## src/rtl/sdm_pkg.sv

```systemverilog
// sdm_pkg: shared types and constants for the sigma-delta modulator.
// Holds the loop-order enum, dither LFSR constants and integrator saturation limit.
package sdm_pkg;

  typedef enum logic {
    SDM_ORDER1 = 1'b0,
    SDM_ORDER2 = 1'b1
  } sdm_order_e;

  localparam logic [15:0] LFSR_SEED  = 16'hACE1;
  // Fibonacci taps 16,14,13,11 expressed as zero-based bit indices
  localparam int          LFSR_TAP_A = 15;
  localparam int          LFSR_TAP_B = 13;
  localparam int          LFSR_TAP_C = 12;
  localparam int          LFSR_TAP_D = 10;

  function automatic int sat_limit(input int data_width);
    return (1 << (data_width + 2)) - 1;
  endfunction

endpackage

```

## src/rtl/sdm_input_buffer.sv

```systemverilog
// sdm_input_buffer: one-entry valid/ready holding register for PCM samples.
// The modulator drains it with load_i at each load boundary.
module sdm_input_buffer #(
  parameter int DATA_WIDTH = 10
) (
  input  logic                  clk_i,
  input  logic                  rst_i,
  input  logic [DATA_WIDTH-1:0] sample_i,
  input  logic                  sample_valid_i,
  input  logic                  load_i,
  output logic                  sample_ready_o,
  output logic                  full_o,
  output logic [DATA_WIDTH-1:0] data_o
);

  logic                  r_full;
  logic                  r_ready;
  logic [DATA_WIDTH-1:0] r_data;
  logic                  w_transfer;
  logic                  w_full_next;

  assign w_transfer = sample_valid_i & r_ready;

  // A full buffer cannot accept, so drain and fill never coincide
  always_comb begin
    w_full_next = r_full;
    if (load_i & r_full) begin
      w_full_next = 1'b0;
    end else if (w_transfer) begin
      w_full_next = 1'b1;
    end else begin
      w_full_next = r_full;
    end
  end

  always_ff @(posedge clk_i or posedge rst_i) begin
    if (rst_i) begin
      r_full  <= 1'b0;
      r_ready <= 1'b1;
      r_data  <= {DATA_WIDTH{1'b0}};
    end else begin
      r_full  <= w_full_next;
      r_ready <= ~w_full_next;
      if (w_transfer) begin
        r_data <= sample_i;
      end
    end
  end

  assign sample_ready_o = r_ready;
  assign full_o         = r_full;
  assign data_o         = r_data;

endmodule

```

## src/rtl/sdm_modulator.sv

```systemverilog
// sdm_modulator: PCM to 1-bit sigma-delta bitstream with runtime 1st/2nd order loop.
// Define SDM_DITHER_EN to add a 16-bit LFSR LSB dither ahead of the loop.
module sdm_modulator
  import sdm_pkg::*;
#(
  parameter int DATA_WIDTH = 10,
  parameter int OSR        = 10
) (
  input  logic                  clk_i,
  input  logic                  rst_i,
  input  logic [DATA_WIDTH-1:0] sample_i,
  input  logic                  sample_valid_i,
  output logic                  sample_ready_o,
  input  logic                  order_i,
  output logic                  bitstream_o,
  output logic                  sample_strobe_o,
  output logic                  underflow_o
);

  localparam int N  = DATA_WIDTH;
  localparam int IW = DATA_WIDTH + 4;
  localparam int SW = DATA_WIDTH + 6;
  localparam int PW = $clog2(OSR);
  localparam logic signed [SW-1:0] LIM        = SW'(sat_limit(N));
  localparam logic signed [SW-1:0] HALF       = SW'(1 << (N - 1));
  localparam logic [PW-1:0]        PHASE_LAST = PW'(OSR - 1);

  function automatic logic signed [IW-1:0] clamp(input logic signed [SW-1:0] v);
    if (v > LIM) begin
      return IW'(LIM);
    end else if (v < -LIM) begin
      return IW'(-LIM);
    end else begin
      return IW'(v);
    end
  endfunction

  logic [PW-1:0]          r_phase;
  logic [N-1:0]           r_x;
  sdm_order_e             r_order;
  logic [N-1:0]           r_acc;
  logic signed [IW-1:0]   r_i1;
  logic signed [IW-1:0]   r_i2;
  logic                   r_bit;
  logic                   r_strobe;
  logic                   r_underflow;

  logic                   w_boundary;
  logic                   w_buf_full;
  logic [N-1:0]           w_buf_data;
  logic                   w_load;
  logic                   w_clear;
  logic [N-1:0]           w_x_eff;
  logic [N-1:0]           w_x_loop;
  logic [N:0]             w_s;
  logic signed [SW-1:0]   w_xc;
  logic signed [SW-1:0]   w_fb;
  logic signed [IW-1:0]   w_i1_next;
  logic signed [IW-1:0]   w_i2_next;

  sdm_input_buffer #(.DATA_WIDTH(N)) u_buf (
    .clk_i          (clk_i),
    .rst_i          (rst_i),
    .sample_i       (sample_i),
    .sample_valid_i (sample_valid_i),
    .load_i         (w_boundary),
    .sample_ready_o (sample_ready_o),
    .full_o         (w_buf_full),
    .data_o         (w_buf_data)
  );

  assign w_boundary = (r_phase == PHASE_LAST);
  assign w_load     = w_boundary & w_buf_full;
  assign w_clear    = w_boundary & (order_i != r_order);
  // The loaded sample drives the loop on the boundary edge itself
  assign w_x_eff    = w_load ? w_buf_data : r_x;

`ifdef SDM_DITHER_EN
  logic [15:0] r_lfsr;
  logic        w_lfsr_fb;

  assign w_lfsr_fb = r_lfsr[LFSR_TAP_A] ^ r_lfsr[LFSR_TAP_B] ^
                     r_lfsr[LFSR_TAP_C] ^ r_lfsr[LFSR_TAP_D];

  always_ff @(posedge clk_i or posedge rst_i) begin
    if (rst_i) begin
      r_lfsr <= LFSR_SEED;
    end else begin
      r_lfsr <= {r_lfsr[14:0], w_lfsr_fb};
    end
  end

  assign w_x_loop = (&w_x_eff) ? w_x_eff : (w_x_eff + {{(N-1){1'b0}}, r_lfsr[0]});
`else
  assign w_x_loop = w_x_eff;
`endif

  assign w_s       = {1'b0, r_acc} + {1'b0, w_x_loop};
  assign w_xc      = $signed({{(SW-N){1'b0}}, w_x_loop}) - HALF;
  assign w_fb      = r_bit ? HALF : -HALF;
  assign w_i1_next = clamp(SW'(r_i1) + w_xc - w_fb);
  assign w_i2_next = clamp(SW'(r_i2) + SW'(w_i1_next) - w_fb);

  always_ff @(posedge clk_i or posedge rst_i) begin
    if (rst_i) begin
      r_phase     <= {PW{1'b0}};
      r_x         <= {1'b1, {(N-1){1'b0}}};
      r_order     <= SDM_ORDER1;
      r_acc       <= {N{1'b0}};
      r_i1        <= {IW{1'b0}};
      r_i2        <= {IW{1'b0}};
      r_bit       <= 1'b0;
      r_strobe    <= 1'b0;
      r_underflow <= 1'b0;
    end else begin
      r_phase     <= w_boundary ? {PW{1'b0}} : (r_phase + PW'(1));
      r_x         <= w_x_eff;
      r_strobe    <= w_load;
      r_underflow <= w_boundary & ~w_buf_full;
      if (w_boundary) begin
        r_order <= sdm_order_e'(order_i);
      end
      if (w_clear) begin
        r_acc <= {N{1'b0}};
        r_i1  <= {IW{1'b0}};
        r_i2  <= {IW{1'b0}};
        r_bit <= 1'b0;
      end else if (r_order == SDM_ORDER1) begin
        r_acc <= w_s[N-1:0];
        r_bit <= w_s[N];
      end else begin
        r_i1  <= w_i1_next;
        r_i2  <= w_i2_next;
        r_bit <= ~w_i2_next[IW-1];
      end
    end
  end

  assign bitstream_o     = r_bit;
  assign sample_strobe_o = r_strobe;
  assign underflow_o     = r_underflow;

endmodule
```

## config.mk

```make
export PLATFORM = sky130hd
export DESIGN_NAME = sdm_modulator
export DESIGN_NICKNAME = d
export VERILOG_FILES = /design/src/rtl/sdm_pkg.sv /design/src/rtl/sdm_input_buffer.sv /design/src/rtl/sdm_modulator.sv
export SDC_FILE = /design/constraint.sdc
export NUM_CORES = 1
export LEC_CHECK = 0
export CELL_PAD_IN_SITES_DETAIL_PLACEMENT = 1
export CELL_PAD_IN_SITES_GLOBAL_PLACEMENT = 1
export CORE_MARGIN = 5
export CORE_UTILIZATION = 42
export CTS_CLUSTER_SIZE = 25
export DETAILED_ROUTE_END_ITERATION = 10
export GPL_ROUTABILITY_DRIVEN = 0
export PLACE_DENSITY = 0.77
export SLEW_MARGIN = 20
export SYNTH_ARGS = -nofsm -noshare
export SYNTH_HDL_FRONTEND = slang
export SYNTH_SLANG_ARGS = --single-unit
```

## constraint.sdc

```tcl
create_clock -name clk_i -period 17.92 [get_ports clk_i]
set_input_delay 5.376 -clock clk_i [delete_from_list [all_inputs] [get_ports clk_i]]
set_output_delay 5.376 -clock clk_i [all_outputs]
set_load 0.05 [all_outputs]
```

==> impl_results.md <==
- Die width: about 120 microns
- Remaining DRCs: 0
- Antenna Diode Count: 0
- Critical setup path kind: flop to flop
- Initial core utilization: 43.1%
- Chip height: 121 microns
- Max-Cap Viols: 0
- Largest net degree at the start of global routing: 49
- Post-Syn Nets: 647
- Count of cell types in the netlist: between 60 and 70
- Synth cell count leaders: inv_1 (71), dfrtp_1 (66), nand2_1 (55)
- Synth area leader: dfrtp_1
- Synth Cell Area: 5220 sq um
- Inserted Clock Buffers: 9
- Vias in the first global route: 4597
- Area Overhead vs Synth: 14.6%
- Post-DP HPWL: between 10 and 15 mm
- Via Count: 4267
- Req. time, crit path: 18.20 ns
- CTS Hold Bufs: 0
- First-pass GRT wire length: 22.9 mm
- Multi-input gate area: 3210 sq um
- # port buffers: 17
- Clock Skew: 0.00611 ns
- Fin crit share: a little over two fifths
- Post-CTS sizing: 0
- Hold path cells: 2
- Hold Path Class: flop to flop
- All-Layer GR Usage: 19.4%
- Outcome: completed
- Synth area leaders: dfrtp_1 (32%), ha_1 (13%), inv_1 (5.1%)
- HP Start: r_acc[5]
- Setup repair after global routing missed its margin: false
- Initial antenna violation count: 0
- Reg2Reg Depth: 23
- CP max FO: 11
- Die area: 14700 sq um
- Fin crit period: 7.71 ns
- Routed Antenna Nets: 0
- Max Slew Vio Count: 0
- Max Root-Sink Buffers: 2
- Worst R2R Setup Slack: between 10 and 15 ns
- FF/Latch Area: 1700 sq um
- CTS H-Tree Depth: 3
- I/O Pins: 18
- Yosys warning total: 0
- Setup crit end kind: flop
- Most frequent cell after synthesis: inv_1
- Worst setup SP type: flop
- CTS clk-pin slew, worst paths: 0.06 ns
- Post-synth ARST share: 100%
- Worst-skew pair later-pin latency: between 0.3 and 0.4 ns
- Final setup fails: 0
- Clock sinks: 68
- Vias/cell: between 5 and 6
- Ys flop type: dfrtp_1
- Seq cells post-synth: just under 70
- Row cnt: 40
- Max frequency: 130 MHz
- EDFF count, synth: 0
- GRT overflow: 0
- # fillers: between 1000 and 1500
- Worst slew pin tran: 1.10 ns
- Mean post-synth cell area: 9.12 sq um
- Syn Inst Count: 572
- Sequential-to-total area share from yosys stat: between 30% and 40%
- CTS tree: built
- Average wire per standard cell: ~18 microns
- Core Area: ~12000 sq um
- Final nets: between 600 and 700
- Fraction of layout cells with a size suffix above 1: 10.1%
- TNS Setup: 0 ns
- Reg2reg end: r_i2[10]
- Slew HR: a little over a quarter
- Drt pass-1 iters: 4
- DRT iter0 DRCs: 172
- CTS root buf: clkbuf_16
- Critical path arrival: 7.99 ns
- Hold Path Sink: r_acc[5]
- Post-Route WL: ~14 mm
- Setup Fix Bufs, Post-CTS: 0
- Final hold violation count: 0
- Worst r2r src: r_phase[0]
- Yosys top cell area share: 31.7%
through the flow:
| stage | worst slack, ns | instance area (sq um) | hold WS (ns) | util (%) | cells |
|---|---|---|---|---|---|
| after floorplan | 10.84 | 5220 | 0.455 | - | 572 |
| after global placement | 10.32 | 5580 | 0.469 | 46.1 | 749 |
| after detailed placement | 10.13 | 5580 | 0.495 | 46.1 | 749 |
| after CTS | 10.09 | 5980 | 0.508 | 49.3 | 765 |
| after global routing | 9.56 | 5980 | 0.520 | 49.3 | 765 |
| final | 10.21 | 5980 | 0.501 | 49.3 | 765 |
routing by layer:
| metal | wire [microns] | part of all wire (%) | vias to the layer above | track usage [%] |
|---|---|---|---|---|
| met5 | 0 | 0 | - | 0 |
| met4 | 182 | 1.3 | 0 | 5.53 |
| met3 | 271 | 2.0 | 15 | 2.80 |
| met2 | 6940 | 51 | 39 | 35.3 |
| met1 | 6160 | 45 | 2149 | 23.6 |
| li1 | - | - | 2064 | - |
sequential cells by signal (all words and copies together) (netlist names):
| name | flops |
|---|---|
| u_buf.sample_ready_o | 1 |
| r_x | 10 |
| u_buf.full_o | 1 |
| r_phase | 4 |
| bitstream_o | 1 |
| r_i2 | 14 |
| sample_strobe_o | 1 |
| underflow_o | 1 |
| r_order | 1 |
| u_buf.data_o | 10 |
| r_i1 | 14 |
| r_acc | 10 |
worst max-delay path by stage:
stage	depth (start not counted)	start	end	slack, ns
2_1_floorplan	1	rst_i	bitstream_o	10.84
3_3_place_gp	6	order_i	r_i2[7]	10.32
3_5_place_dp	25	r_phase[0]	r_i2[10]	10.13
4_1_cts	25	r_phase[0]	r_i2[10]	10.09
5_1_grt	24	r_phase[0]	r_i2[8]	9.56
6_report	23	r_phase[0]	r_i2[10]	10.21
placed cells by master (no fill, tap or decap), types with 10 or more instances in the layout:
cell type	count
o21a_1	12
a21oi_1	24
ha_1	53
xor2_1	10
o21ai_0	30
a22o_1	15
nand2b_1	10
nand2_1	55
nor2_1	33
xnor2_1	15
dfrtp_1	66
a21o_1	14
inv_1	70
clkdlybuf4s50_1	17
mux2_2	17
worst max-delay path, stage by stage (launching register included):
cell       delay [ns]
dfrtp_1          0.47
and4bb_2         0.33
nand2_1          0.37
mux2i_1          0.60
fa_1             0.53
ha_1             0.39
a21o_1           0.19
a21o_1           0.21
a2111oi_1        0.42
nor3b_1          0.16
nor4_1           0.40
o211a_1          0.32
or2_4            0.19
o21ai_0          0.15
ha_1             0.33
inv_1            0.04
ha_1             0.40
a41oi_1          0.27
or4_1            0.59
a211oi_1         0.39
o21ai_0          0.28
a31o_2           0.39
nand2b_1         0.10
a22o_1           0.13
cell type report:
cell class / instances / area share [%]
multi-input combinational: 422 / 53.6
inverter: 71 / 4.46
clock inverter: 6 / 2.66
clock buffer: 10 / 4.00
sequential: 68 / 28.5
tap: 168 / 3.52
timing repair buffer: 20 / 3.22
cell families (layout without fill, tap and decap cells):
logic type               after synthesis  in the layout  share of synthesized area [%]
buffers and inverters                 82            107                           5.95
flip-flops                            68             68                           32.7
multiplexers                          23             23                           4.82
adder cells (fa/ha/maj)               63             63                           16.2
AND/OR/NAND/NOR                      154            154                           15.1
XOR/XNOR                              25             25                           4.20
AO/OA/AOI/OAI                        157            157                           21.1
Power is not shown: default switching activity piles up to over one toggle a cycle in this logic, so the estimate is an artifact.
